`src/rtl/cpu_pkg.sv`:
```
// Shared constants for the 7-step CPU control section: opcodes, ALU ops and step encodings.
// Opcodes JXXX/CLF only take effect when the top is built with CPU_JUMP_IF_EN.
package cpu_pkg;

    localparam int NUM_STEPS = 7;
    localparam int REG_CNT   = 4;

    localparam logic [3:0] OP_LD   = 4'b0000;
    localparam logic [3:0] OP_ST   = 4'b0001;
    localparam logic [3:0] OP_DATA = 4'b0010;
    localparam logic [3:0] OP_JMPR = 4'b0011;
    localparam logic [3:0] OP_JMP  = 4'b0100;
    localparam logic [3:0] OP_JXXX = 4'b0101;
    localparam logic [3:0] OP_CLF  = 4'b0110;

    localparam logic [2:0] ALU_ADD = 3'b000;
    localparam logic [2:0] ALU_SHR = 3'b001;
    localparam logic [2:0] ALU_SHL = 3'b010;
    localparam logic [2:0] ALU_NOT = 3'b011;
    localparam logic [2:0] ALU_AND = 3'b100;
    localparam logic [2:0] ALU_OR  = 3'b101;
    localparam logic [2:0] ALU_XOR = 3'b110;
    localparam logic [2:0] ALU_CMP = 3'b111;

    // Bit positions of each step inside the one-hot step vector.
    localparam int S1 = 0;
    localparam int S2 = 1;
    localparam int S3 = 2;
    localparam int S4 = 3;
    localparam int S5 = 4;
    localparam int S6 = 5;
    localparam int S7 = 6;

    typedef enum logic [NUM_STEPS-1:0] {
        STEP1 = 7'b0000001,
        STEP2 = 7'b0000010,
        STEP3 = 7'b0000100,
        STEP4 = 7'b0001000,
        STEP5 = 7'b0010000,
        STEP6 = 7'b0100000,
        STEP7 = 7'b1000000
    } step_t;

    function automatic logic [REG_CNT-1:0] reg_onehot(input logic [1:0] idx);
        return REG_CNT'(1) << idx;
    endfunction

endpackage

```
`src/rtl/cpu_stepper.sv`:
```
// 7-position one-hot ring counter that paces the CPU; freezes while hold is high.
module cpu_stepper
    import cpu_pkg::*;
(
    input  logic                 clk,
    input  logic                 reset_n,
    input  logic                 hold,
    output logic [NUM_STEPS-1:0] step
);

    step_t state_q;
    step_t state_d;

    always_ff @(posedge clk or negedge reset_n) begin
        if (!reset_n) begin
            state_q <= STEP1;
        end else begin
            state_q <= state_d;
        end
    end

    always_comb begin
        state_d = state_q;
        if (!hold) begin
            state_d = step_t'({state_q[NUM_STEPS-2:0], state_q[NUM_STEPS-1]});
        end
    end

    assign step = state_q;

endmodule

```
`src/rtl/cpu_step_ctrl.sv`:
```
// Control decode for the 7-step CPU: turns the current step and IR into bus enable/set strobes.
// Define CPU_JUMP_IF_EN to add the flags input, flags_s output and the JXXX/CLF instructions.
module cpu_step_ctrl
    import cpu_pkg::*;
(
    input  logic                 clk,
    input  logic                 reset_n,
    input  logic                 hold,
    input  logic [7:0]           ir,
    output logic [NUM_STEPS-1:0] step,
    output logic                 bus1,
    output logic                 iar_e,
    output logic                 iar_s,
    output logic                 mar_s,
    output logic                 ram_e,
    output logic                 ram_s,
    output logic                 ir_s,
    output logic                 tmp_s,
    output logic                 acc_e,
    output logic                 acc_s,
    output logic [REG_CNT-1:0]   reg_e,
    output logic [REG_CNT-1:0]   reg_s,
    output logic [2:0]           alu_op
`ifdef CPU_JUMP_IF_EN
    ,
    input  logic [3:0]           flags,
    output logic                 flags_s
`endif
);

    logic [3:0]         opcode;
    logic [REG_CNT-1:0] ra_sel;
    logic [REG_CNT-1:0] rb_sel;

    assign opcode = ir[7:4];
    assign ra_sel = reg_onehot(ir[3:2]);
    assign rb_sel = reg_onehot(ir[1:0]);

    cpu_stepper u_stepper (
        .clk     (clk),
        .reset_n (reset_n),
        .hold    (hold),
        .step    (step)
    );

    // Steps 1-3 are the shared fetch; from S4 on the opcode picks the micro-sequence.
    always_comb begin
        bus1   = 1'b0;
        iar_e  = 1'b0;
        iar_s  = 1'b0;
        mar_s  = 1'b0;
        ram_e  = 1'b0;
        ram_s  = 1'b0;
        ir_s   = 1'b0;
        tmp_s  = 1'b0;
        acc_e  = 1'b0;
        acc_s  = 1'b0;
        reg_e  = '0;
        reg_s  = '0;
        alu_op = ALU_ADD;
`ifdef CPU_JUMP_IF_EN
        flags_s = 1'b0;
`endif

        case (1'b1)
            step[S1]: begin
                bus1  = 1'b1;
                iar_e = 1'b1;
                mar_s = 1'b1;
                acc_s = 1'b1;
            end
            step[S2]: begin
                ram_e = 1'b1;
                ir_s  = 1'b1;
            end
            step[S3]: begin
                acc_e = 1'b1;
                iar_s = 1'b1;
            end
            step[S4]: begin
                if (ir[7]) begin
                    reg_e = rb_sel;
                    tmp_s = 1'b1;
                end else begin
                    case (opcode)
                        OP_LD, OP_ST: begin
                            reg_e = ra_sel;
                            mar_s = 1'b1;
                        end
                        OP_DATA: begin
                            bus1  = 1'b1;
                            iar_e = 1'b1;
                            mar_s = 1'b1;
                            acc_s = 1'b1;
                        end
                        OP_JMPR: begin
                            reg_e = rb_sel;
                            iar_s = 1'b1;
                        end
                        OP_JMP: begin
                            iar_e = 1'b1;
                            mar_s = 1'b1;
                        end
`ifdef CPU_JUMP_IF_EN
                        OP_JXXX: begin
                            bus1  = 1'b1;
                            iar_e = 1'b1;
                            mar_s = 1'b1;
                            acc_s = 1'b1;
                        end
                        OP_CLF: begin
                            bus1    = 1'b1;
                            flags_s = 1'b1;
                        end
`endif
                        default: ;
                    endcase
                end
            end
            step[S5]: begin
                if (ir[7]) begin
                    reg_e  = ra_sel;
                    alu_op = ir[6:4];
                    acc_s  = 1'b1;
`ifdef CPU_JUMP_IF_EN
                    flags_s = 1'b1;
`endif
                end else begin
                    case (opcode)
                        OP_LD, OP_DATA: begin
                            ram_e = 1'b1;
                            reg_s = rb_sel;
                        end
                        OP_ST: begin
                            reg_e = rb_sel;
                            ram_s = 1'b1;
                        end
                        OP_JMP: begin
                            ram_e = 1'b1;
                            iar_s = 1'b1;
                        end
`ifdef CPU_JUMP_IF_EN
                        OP_JXXX: begin
                            acc_e = 1'b1;
                            iar_s = 1'b1;
                        end
`endif
                        default: ;
                    endcase
                end
            end
            step[S6]: begin
                if (ir[7]) begin
                    acc_e = 1'b1;
                    if (ir[6:4] != ALU_CMP) begin
                        reg_s = rb_sel;
                    end
                end else begin
                    case (opcode)
                        OP_DATA: begin
                            acc_e = 1'b1;
                            iar_s = 1'b1;
                        end
`ifdef CPU_JUMP_IF_EN
                        OP_JXXX: begin
                            ram_e = 1'b1;
                            iar_s = |(ir[3:0] & flags);
                        end
`endif
                        default: ;
                    endcase
                end
            end
            default: ;
        endcase

        // A held CPU must not capture anything, but the bus keeps showing its source.
        if (hold) begin
            iar_s = 1'b0;
            mar_s = 1'b0;
            ram_s = 1'b0;
            ir_s  = 1'b0;
            tmp_s = 1'b0;
            acc_s = 1'b0;
            reg_s = '0;
`ifdef CPU_JUMP_IF_EN
            flags_s = 1'b0;
`endif
        end
    end

endmodule

```
`config.mk`:
```
export PLATFORM = sky130hd
export DESIGN_NAME = cpu_step_ctrl
export DESIGN_NICKNAME = d
export VERILOG_FILES = /design/src/rtl/cpu_pkg.sv /design/src/rtl/cpu_stepper.sv /design/src/rtl/cpu_step_ctrl.sv
export SDC_FILE = /design/constraint.sdc
export NUM_CORES = 1
export LEC_CHECK = 0
export BUFFER_PORTS_ARGS = -buffer_cell sky130_fd_sc_hd__buf_2
export CORE_MARGIN = 10
export CORE_UTILIZATION = 45
export CTS_CLUSTER_SIZE = 20
export DETAILED_ROUTE_END_ITERATION = 8
export PLACE_DENSITY = 0.89
export SYNTH_ARGS = -nofsm -noshare
export SYNTH_HDL_FRONTEND = slang
export SYNTH_HIERARCHICAL = 1
export SYNTH_SLANG_ARGS = --single-unit
export TNS_END_PERCENT = 1
```
`constraint.sdc`:
```
create_clock -name clk -period 1.7 [get_ports clk]
set_input_delay 0.17 -clock clk [delete_from_list [all_inputs] [get_ports clk]]
set_output_delay 0.17 -clock clk [all_outputs]
set_load 0.01 [all_outputs]
```
* Word level (Yosys, flattened, before mapping)
Index checks and enable logic that the tools add are counted.
** Word-level totals
- Register bits :: 7
- Input port bits :: 11
- Output and inout port bits :: 28
- Logic and storage cells :: 107
** Operators by class
- Shift-type cells :: 2
- Reduce and logical (&&, ||, !) cells :: 6
- Equal/unequal tests :: 5
- Mux-type cells :: 93
** Operators by type and width (number)
- $mux 4 :: 19
- $mux 1 :: 67
- $mux 3 :: 6
- $eq 4x2->1 const B :: 2
- $pmux 4 s2 :: 1
- $shl 1x2->4 const A :: 2
- $reduce_or 2->1 :: 3
- $eq 4x1->1 const B :: 1
- $eq 4x3->1 const B :: 1
- $logic_not 4->1 :: 1
- $reduce_or 4->1 :: 1
- $ne 3x3->1 const B :: 1
- $reduce_or 3->1 :: 1

* Longest topological paths before layout
Gate-level depths: netlist (run 1).
- Depth after elaboration :: 10
- Gate-level depth with buffers :: 5
- Gate-level depth less buffers :: 4

* Hierarchy
Netlist (run 1), hierarchy kept.
** Modules (own cells, without submodules)
- cpu_step_ctrl :: cells an instance 84, area each 523.0 sq um, times used 1, sequential area each 0.0 sq um
- cpu_stepper :: cells an instance 15, area each 292.8 sq um, times used 1, sequential area each 176.4 sq um

* Least setup slack after synthesis (run 1)
No wires, ideal clock.
- Path kind :: reg-to-output
- Start point :: reg u_stepper.state_q[1], in the netlist u_stepper/step[1]
- End point :: out reg_s[0]
- Arrival time :: 1.376 ns
- Cell stages (with the launch flop) :: 5
- Path buffers :: 0
- Required time :: 1.530 ns
- Path slack :: 0.154 ns
- Cell sequence :: dfrtp_1 nor2_1 nand2_1 a211o_1 nor3_1
** On the way
- Cells in the longest elaborated chain, start to end :: 3
** Ends and longest elaborated chain
- start, declared :: line cpu_stepper.sv:11 : step_t state_q;
- start signal, assigned :: line cpu_stepper.sv:18 : state_q <= state_d;
- $mux 4 (2 in a row) :: line cpu_step_ctrl.sv:65 : case (1'b1)
- $mux 4 :: line cpu_step_ctrl.sv:178 : if (hold) begin
- end, declared :: line cpu_step_ctrl.sv:22 : output logic [REG_CNT-1:0] reg_s,
Every way passes these cells.

* Final worst setup path (run 1)
- Start point :: reg u_stepper.state_q[4], in the netlist u_stepper/step[4]
- End point :: out reg_s[2]
** On the way
- Cells in the longest elaborated chain, start to end :: 6
** Ends and longest elaborated chain (line)
- $mux 4 (5 in a row) :: cpu_step_ctrl.sv:65
- $mux 4 :: cpu_step_ctrl.sv:178
Every way passes these cells.

==> results of run 1 <==
## metrics by stage
stage	instances	instance area [um2]	hold slack, ns	total power [mW]
finish	166	1140	0.326	0.388
global route	166	1140	0.332	0.405
CTS	166	1100	0.286	0.386
detailed placement	160	1040	0.00365	0.238
global placement	160	1040	0.00370	0.236
floorplan	99	816	-0.126	0.211
## layout by cell type (no fill, tap or decap), drive strengths merged, types with 5 or more instances in the layout
cell    n
buf    44
nor2    9
mux2    7
nand2   7
nor3    6
dfrtp   6
and2    5
a21oi   5
## report_power, final
part           switching (mW)  total, mW  internal, mW
clock network          0.0568      0.146        0.0893
logic                  0.0494     0.0754        0.0260
registers                   0      0.167         0.167
## metal layers
metal	wire, um	global-route usage	vias to the layer above
li1	-	-	456
met1	1080	0.130	440
met2	1320	0.222	36
met3	188	0.0305	4
met4	49	0.0419	0
met5	0	0	-
## logic make-up (layout without fill, tap and decap cells)
kind of cell,Yosys count,in the layout
simple gates,48,48
compound gates,26,26
buf+inv,10,52
mux,7,7
flops,7,7
xor+xnor,1,1
## layout make-up
class,count,area share
Multi-Input combinational cell,82,0.565
Timing Repair Buffer,45,0.216
Clock buffer,4,0.0231
Tap cell,25,0.0275
Inverter,3,0.00990
Sequential cell,7,0.158
## worst min-delay path by stage
stage / to / slack [ns] / depth (start not counted)
after floorplan: u_stepper/step[1] / -0.13 / 0
after global placement: u_stepper/step[6] / 0.004 / 1
after detailed placement: u_stepper/step[6] / 0.004 / 1
after CTS: u_stepper/step[6] / 0.29 / 2
after global routing: u_stepper/step[6] / 0.33 / 2
final: u_stepper/step[6] / 0.33 / 2
## critical path, cell delays in order (launching register included)
cell,delay (ns)
sky130_fd_sc_hd__dfrtp_1,0.41
sky130_fd_sc_hd__and3b_2,0.28
sky130_fd_sc_hd__nand2_2,0.05
sky130_fd_sc_hd__a211o_1,0.36
sky130_fd_sc_hd__nor3b_2,0.16
sky130_fd_sc_hd__buf_2,0.15
## cell usage after synthesis (all sizes together) (2+ instances only)
cell type	instances
nor3b	4
and3	2
nand3	2
dfrtp	6
nand2b	2
and2	5
o21ai	3
buf	4
o221ai	3
nor3	6
a21oi	5
mux2	7
nand2	7
a41oi	2
clkbuf	3
inv	3
nor2	9
and3b	2
nor2b	4
## timing repair
action                                  CTS  global route
buffers inserted                          1             0
endpoints found under the hold margin     7             0
endpoints found under the setup margin   14            15
hold buffers                              1             0
pin swaps                                 5             2
resized for setup                         5            13
==> impl_metrics.csv, run 1 <==
group,metric,value,unit
place,place_ws,0.128,ns
status,outcome,"finished, violations left",
routing,drtPass1Iterations,4,
logic_synthesis,post_synth_xor_area_fraction,0.0107,
logic_synthesis,yosys_register_bits,7,
logic_synthesis,post_synth_inst_count,99,
global_routing,grt-ovfl-total,0,
finish,drive_above_1_share,0.532,
sta,finalCriticalPeriod,1.81,ns
sta,final-max-slew-violation-count,0,
logic_synthesis,yosys_warnings,6,
cts,clk_latency,0.24,ns
die,floorplan.die_area,3920,um2
place,post_dp_hpwl,1.91,mm
logic_synthesis,postSynth.asyncResetShare,1.00,
worst_setup_path,r2r_path_start,"u_stepper/step[4]",
routing,dr_total_vias,936,
sta,timing.clock.skew,0.00681,ns
finish,multi_input_area,643,um2
logic_synthesis,syn_area,816,um2
sta,postLayoutSetupSlackWorst,-0.111,ns
worst_hold_path,hold_class,"in -> async",
routing,iteration_0_drc_count_of_the_detailed_router,37,
logic_synthesis,synth.area.mux_share,0.129,
global_routing,first_pass_grt_wire_length,4.16,mm
cts,max-clock-path-buffers,2,
status,violations,"negative setup slack",
global_routing,grt_start_max_net_pins,17,
logic_synthesis,synthFlopType,"sky130_fd_sc_hd__dfrtp_1",
global_routing,grt_pass1_vias,923,
worst_setup_path,rrSetupSlack,0.75,ns
place,global_placement_routability_congestion,0.873,
logic_synthesis,synth_compound_area_frac,0.236,
worst_setup_path,r2r_cells,2,
die,design.core.area,1730,um2
global_routing,grt_antenna_before_repair,0,
logic_synthesis,synth_area_leaders,"sky130_fd_sc_hd__dfrtp_1 18%, sky130_fd_sc_hd__mux2_4 13%, sky130_fd_sc_hd__nor2_1 4.1%",
die,die-height,62.6,um
sta,count_of_final_setup_violators,5,
sta,setup_tns_after_final_layout,-0.273,ns
die,placementRows,15,
logic_synthesis,yosys.area.top_type_share,0.184,
run,maxCapViolations,0,
cts,cts_tree,"built",
logic_synthesis,synth-edff-count,0,
logic_synthesis,yosys.area_share.simple,0.348,
cts,numClockSinks,7,
sta,hold_viol_final,0,
die,ioPinCount,39,
worst_setup_path,worst_setup_path_startpoint,"u_stepper/step[4]",
place,io_port_bufs,38,
routing,dr_wl_cell,15.8,um
routing,wl,2.63,mm
worst_setup_path,path_max_fanout,5,
logic_synthesis,dominant_cell_type_by_area_after_synthesis,"sky130_fd_sc_hd__dfrtp_1",
die,fp.dieW,62.6,um
worst_setup_path,worst-setup-path-type,"reg -> out",
logic_synthesis,netlist-cell-type-count,41,
power_and_ir_drop,power.ir.vdd_worst,0.324,mV
cts,clock_tree.htree_level_count,1,
logic_synthesis,synth_top_family_by_area,"simple AND/OR/NAND/NOR gates",
die,start_util,0.472,
logic_synthesis,synthesis.area_per_instance,8.24,um2
routing,ant_nets,0,
sta,timing.slew.headroom,0.713,
routing,detail_route.vias_per_cell,5.64,
power_and_ir_drop,total_power_divided_by_cell_area,341,nW/um2
logic_synthesis,seq_area_frac_synth,0.216,
worst_setup_path,critPathRequiredTime,1.53,ns
sta,final_min_period_over_clock_period,1.07,
finish,antenna-diode-count,0,
sta,grt_setup_unrepaired,"true",
logic_synthesis,adder_and_majority_cell_fraction_of_the_synthesized_area,0,
sta,fmax,0.552,GHz
worst_setup_path,reg2reg_to,"u_stepper/step[5]",
cts,cts_inserted_buffers,3,
worst_setup_path,cp.arrival,1.64,ns
finish,sequential_standard_cell_area,180,um2
cts,cts_root_buffer,"sky130_fd_sc_hd__clkbuf_4",
logic_synthesis,synth_nets,110,
finish,n_fill_cell,153,
finish,area_delta_synth_final,39.4,%
routing,detail_route.drc_violations,0,
finish,final_core_utilization,0.659,
finish,nets,153,
cts,clkSlewWorstSetupHoldPaths,0.06,ns
finish,largest_reg_flops,7,
worst_setup_path,crit_path_end_kind,"output pin",
worst_setup_path,start_kind,"flip-flop",
sta,tightest_slew,0.429,ns
global_routing,grtUsageTotal,0.121,
worst_setup_path,critPathCapture,"reg_s[2]",
power_and_ir_drop,standby_leakage_power,0.593,nW
Note: power is estimated with default switching activity, not from simulation.
==> inputs of run 2 (changes only) <==
Settings changed: ABC_AREA set to 1, CORE_UTILIZATION 45 to 47, GPL_ROUTABILITY_DRIVEN set to 0, PLACE_DENSITY 0.89 to 0.9.
==> run 2 against run 1 <==
The run now ends clean. Via count up 21%. Core utilization up 1.5 points. Combinational power up 13%. Cell count up 45%. Critical path type unchanged. Critical endpoint is now ram_e. Largest cell class unchanged. Highest routed layer unchanged.
==> impl_metrics.csv, run 2 <==
group,metric,value,unit
worst_setup_path,critPathRequiredTime,1.53,ns
die,start_util,0.505,
logic_synthesis,syn_area,891,um2
routing,wl,2.67,mm
logic_synthesis,synth_compound_area_frac,0.0857,
routing,drtPass1Iterations,4,
global_routing,grt_antenna_before_repair,0,
die,die-height,63.5,um
die,placementRows,15,
logic_synthesis,synthesis.area_per_instance,5.27,um2
cts,cts_tree,"built",
logic_synthesis,netlist-cell-type-count,25,
finish,drive_above_1_share,0.321,
sta,timing.clock.skew,0.00371,ns
global_routing,globalRouteMet3Util,0.0371,
power_and_ir_drop,power.ir.vdd_worst,0.313,mV
sta,timing.slew.headroom,0.825,
sta,hold_viol_final,0,
sta,tightest_slew,0.260,ns
worst_hold_path,worst_hold_startpoint,"hold",
logic_synthesis,synth_top_family_by_area,"simple AND/OR/NAND/NOR gates",
routing,detail_route.drc_violations,0,
cts,cts_root_buffer,"sky130_fd_sc_hd__clkbuf_4",
global_routing,grtUsageTotal,0.123,
sta,fmax,0.622,GHz
worst_setup_path,r2r_cells,3,
routing,dr_wl_cell,11.1,um
run,maxCapViolations,0,
worst_setup_path,reg2reg_to,"u_stepper/step[3]",
power_and_ir_drop,standby_leakage_power,0.782,nW
finish,n_fill_cell,187,
worst_setup_path,start_kind,"flip-flop",
global_routing,grt_pass1_vias,1063,
power_and_ir_drop,total_power_divided_by_cell_area,336,nW/um2
place,post_dp_hpwl,2.09,mm
logic_synthesis,post_synth_xor_area_fraction,0,
finish,area_delta_synth_final,33.4,%
worst_setup_path,r2r_path_start,"u_stepper/step[3]",
status,outcome,"finished clean",
logic_synthesis,synthTopCellsByCount,"58 x sky130_fd_sc_hd__nand2_1, 32 x sky130_fd_sc_hd__nor2_1, 25 x sky130_fd_sc_hd__inv_1",
sta,setup_tns_after_final_layout,0,ns
sta,count_of_final_setup_violators,0,
cts,clk_latency,0.25,ns
global_routing,grtUsageMet1,0.132,
global_routing,grt_start_max_net_pins,17,
logic_synthesis,yosys.area.top_type_share,0.244,
logic_synthesis,post_synth_inst_count,169,
cts,cts_inserted_buffers,3,
global_routing,global_route.peak_usage_layer,"met2",
routing,dr_total_vias,1128,
logic_synthesis,synthFlopType,"sky130_fd_sc_hd__dfrtp_1",
cts,max-clock-path-buffers,2,
cts,clock_tree.htree_level_count,1,
global_routing,grt-ovfl-total,0,
logic_synthesis,synth-edff-count,0,
worst_setup_path,worst_setup_path_startpoint,"u_stepper/step[0]",
worst_setup_path,crit_path_end_kind,"output pin",
die,floorplan.die_area,4040,um2
cts,numClockSinks,7,
die,design.core.area,1760,um2
logic_synthesis,yosys.area_share.simple,0.556,
logic_synthesis,synth.area.mux_share,0,
logic_synthesis,postSynth.asyncResetShare,1.00,
place,io_port_bufs,38,
routing,detail_route.vias_per_cell,4.70,
worst_hold_path,hold_end,"u_stepper/step[0]",
finish,nets,227,
sta,finalCriticalPeriod,1.61,ns
worst_setup_path,worst-setup-path-type,"reg -> out",
routing,ant_nets,0,
sta,grt_setup_unrepaired,"true",
global_routing,grtUsageMet2,0.219,
logic_synthesis,seq_area_frac_synth,0.198,
finish,antenna-diode-count,0,
sta,final-max-slew-violation-count,0,
sta,timing.hold.ws,0.211,ns
logic_synthesis,yosysMostFrequentCell,"sky130_fd_sc_hd__nand2_1",
worst_hold_path,hold_class,"in -> reg",
logic_synthesis,synth_nets,180,
global_routing,first_pass_grt_wire_length,4.37,mm
worst_setup_path,path_max_fanout,7,
routing,iteration_0_drc_count_of_the_detailed_router,54,
logic_synthesis,yosys_warnings,6,
finish,final_cell_mix,"57 x sky130_fd_sc_hd__nand2_1, 38 x sky130_fd_sc_hd__buf_2, 30 x sky130_fd_sc_hd__nor2_1",
finish,final_common_cell,"sky130_fd_sc_hd__nand2_1",
die,ioPinCount,39,
sta,final_min_period_over_clock_period,0.945,
finish,largest_reg_flops,7,
worst_setup_path,rrSetupSlack,0.84,ns
logic_synthesis,yosys_register_bits,7,
logic_synthesis,synth_area_leaders,"sky130_fd_sc_hd__nand2_1 24%, sky130_fd_sc_hd__dfrtp_1 17%, sky130_fd_sc_hd__nor2_1 13%",
worst_hold_path,whs_path_depth,3,
worst_setup_path,cp.arrival,1.44,ns
logic_synthesis,adder_and_majority_cell_fraction_of_the_synthesized_area,0,
logic_synthesis,dominant_cell_type_by_area_after_synthesis,"sky130_fd_sc_hd__nand2_1",
cts,clkSlewWorstSetupHoldPaths,0.05,ns
die,fp.dieW,63.5,um
run 2: cell count changes in the layout (fill, tap and decap cells not counted), moves of 6 or more:
cell                      change
sky130_fd_sc_hd__o21ai_1      +6
sky130_fd_sc_hd__nand2_1     +51
sky130_fd_sc_hd__nor2_1      +23
sky130_fd_sc_hd__mux2_4       -7
sky130_fd_sc_hd__nand3_1      +8
sky130_fd_sc_hd__inv_1       +21
run 2: stage by stage:
| stage | cell area [um2] | power [mW] | utilization | setup slack (ns) | std cells |
|---|---|---|---|---|---|
| 3_3_place_gp | 1080 | 0.249 | 0.615 | 0.272 | 229 |
| 4_1_cts | 1120 | 0.401 | 0.635 | 0.0118 | 234 |
| 6_report | 1190 | 0.399 | 0.674 | 0.0931 | 240 |
| 3_5_place_dp | 1080 | 0.250 | 0.615 | 0.225 | 229 |
| 5_1_grt | 1190 | 0.429 | 0.674 | -0.0321 | 240 |
| 2_1_floorplan | 891 | 0.222 | - | 0.392 | 169 |
run 2: how the worst max path moves through the flow:
stage / to / cells past startpoint
floorplan: reg_s[0] / 5
global placement: reg_s[2] / 6
detailed placement: reg_s[2] / 6
CTS: reg_s[2] / 6
global route: reg_s[0] / 6
finish: ram_e / 6
run 2: where the power goes:
group	switching (mW)	internal (mW)
logic	0.0590	0.0262
registers	0	0.167
clock network	0.0574	0.0893
run 2: layout make-up:
cell class / instances / area (um2) / share of cell area
multi-input combinational: 129 / 591 / 0.497
timing repair buffer: 45 / 243 / 0.204
sequential: 7 / 180 / 0.152
inverter: 30 / 118 / 0.0989
tap: 25 / 31.3 / 0.0263
clock buffer: 4 / 26.3 / 0.0221
run 2: layer usage:
metal	share of wire	up-vias
met5	0	-
met4	0.0045	0
met3	0.082	2
met2	0.49	39
met1	0.42	481
li1	-	606
run 2: timing repair:
| item | in CTS | in global routing |
|---|---|---|
| setup buffers | 0 | 6 |
| endpoints found under the setup margin | 4 | 16 |
| hold endpoints to repair | 7 | 0 |
| resized for setup | 1 | 10 |
| hold buffers | 1 | 0 |
| pin swaps | 0 | 2 |
run 2: kinds of logic (layout without fill, tap and decap cells):
family | count (synthesis) | in the layout
AND/OR/NAND/NOR | 115 | 115
AO/OA/AOI/OAI | 14 | 14
flip-flops | 7 | 7
buffers and inverters | 33 | 79
run 2: worst max-delay path, stage by stage, from the launching register on:
cell and delay (ns):
sky130_fd_sc_hd__dfstp_2 0.60, sky130_fd_sc_hd__inv_2 0.08, sky130_fd_sc_hd__nand2_1 0.15, sky130_fd_sc_hd__nor2_1 0.05, sky130_fd_sc_hd__o21ai_1 0.08, sky130_fd_sc_hd__o21ai_1 0.08
sky130_fd_sc_hd__buf_2 0.14
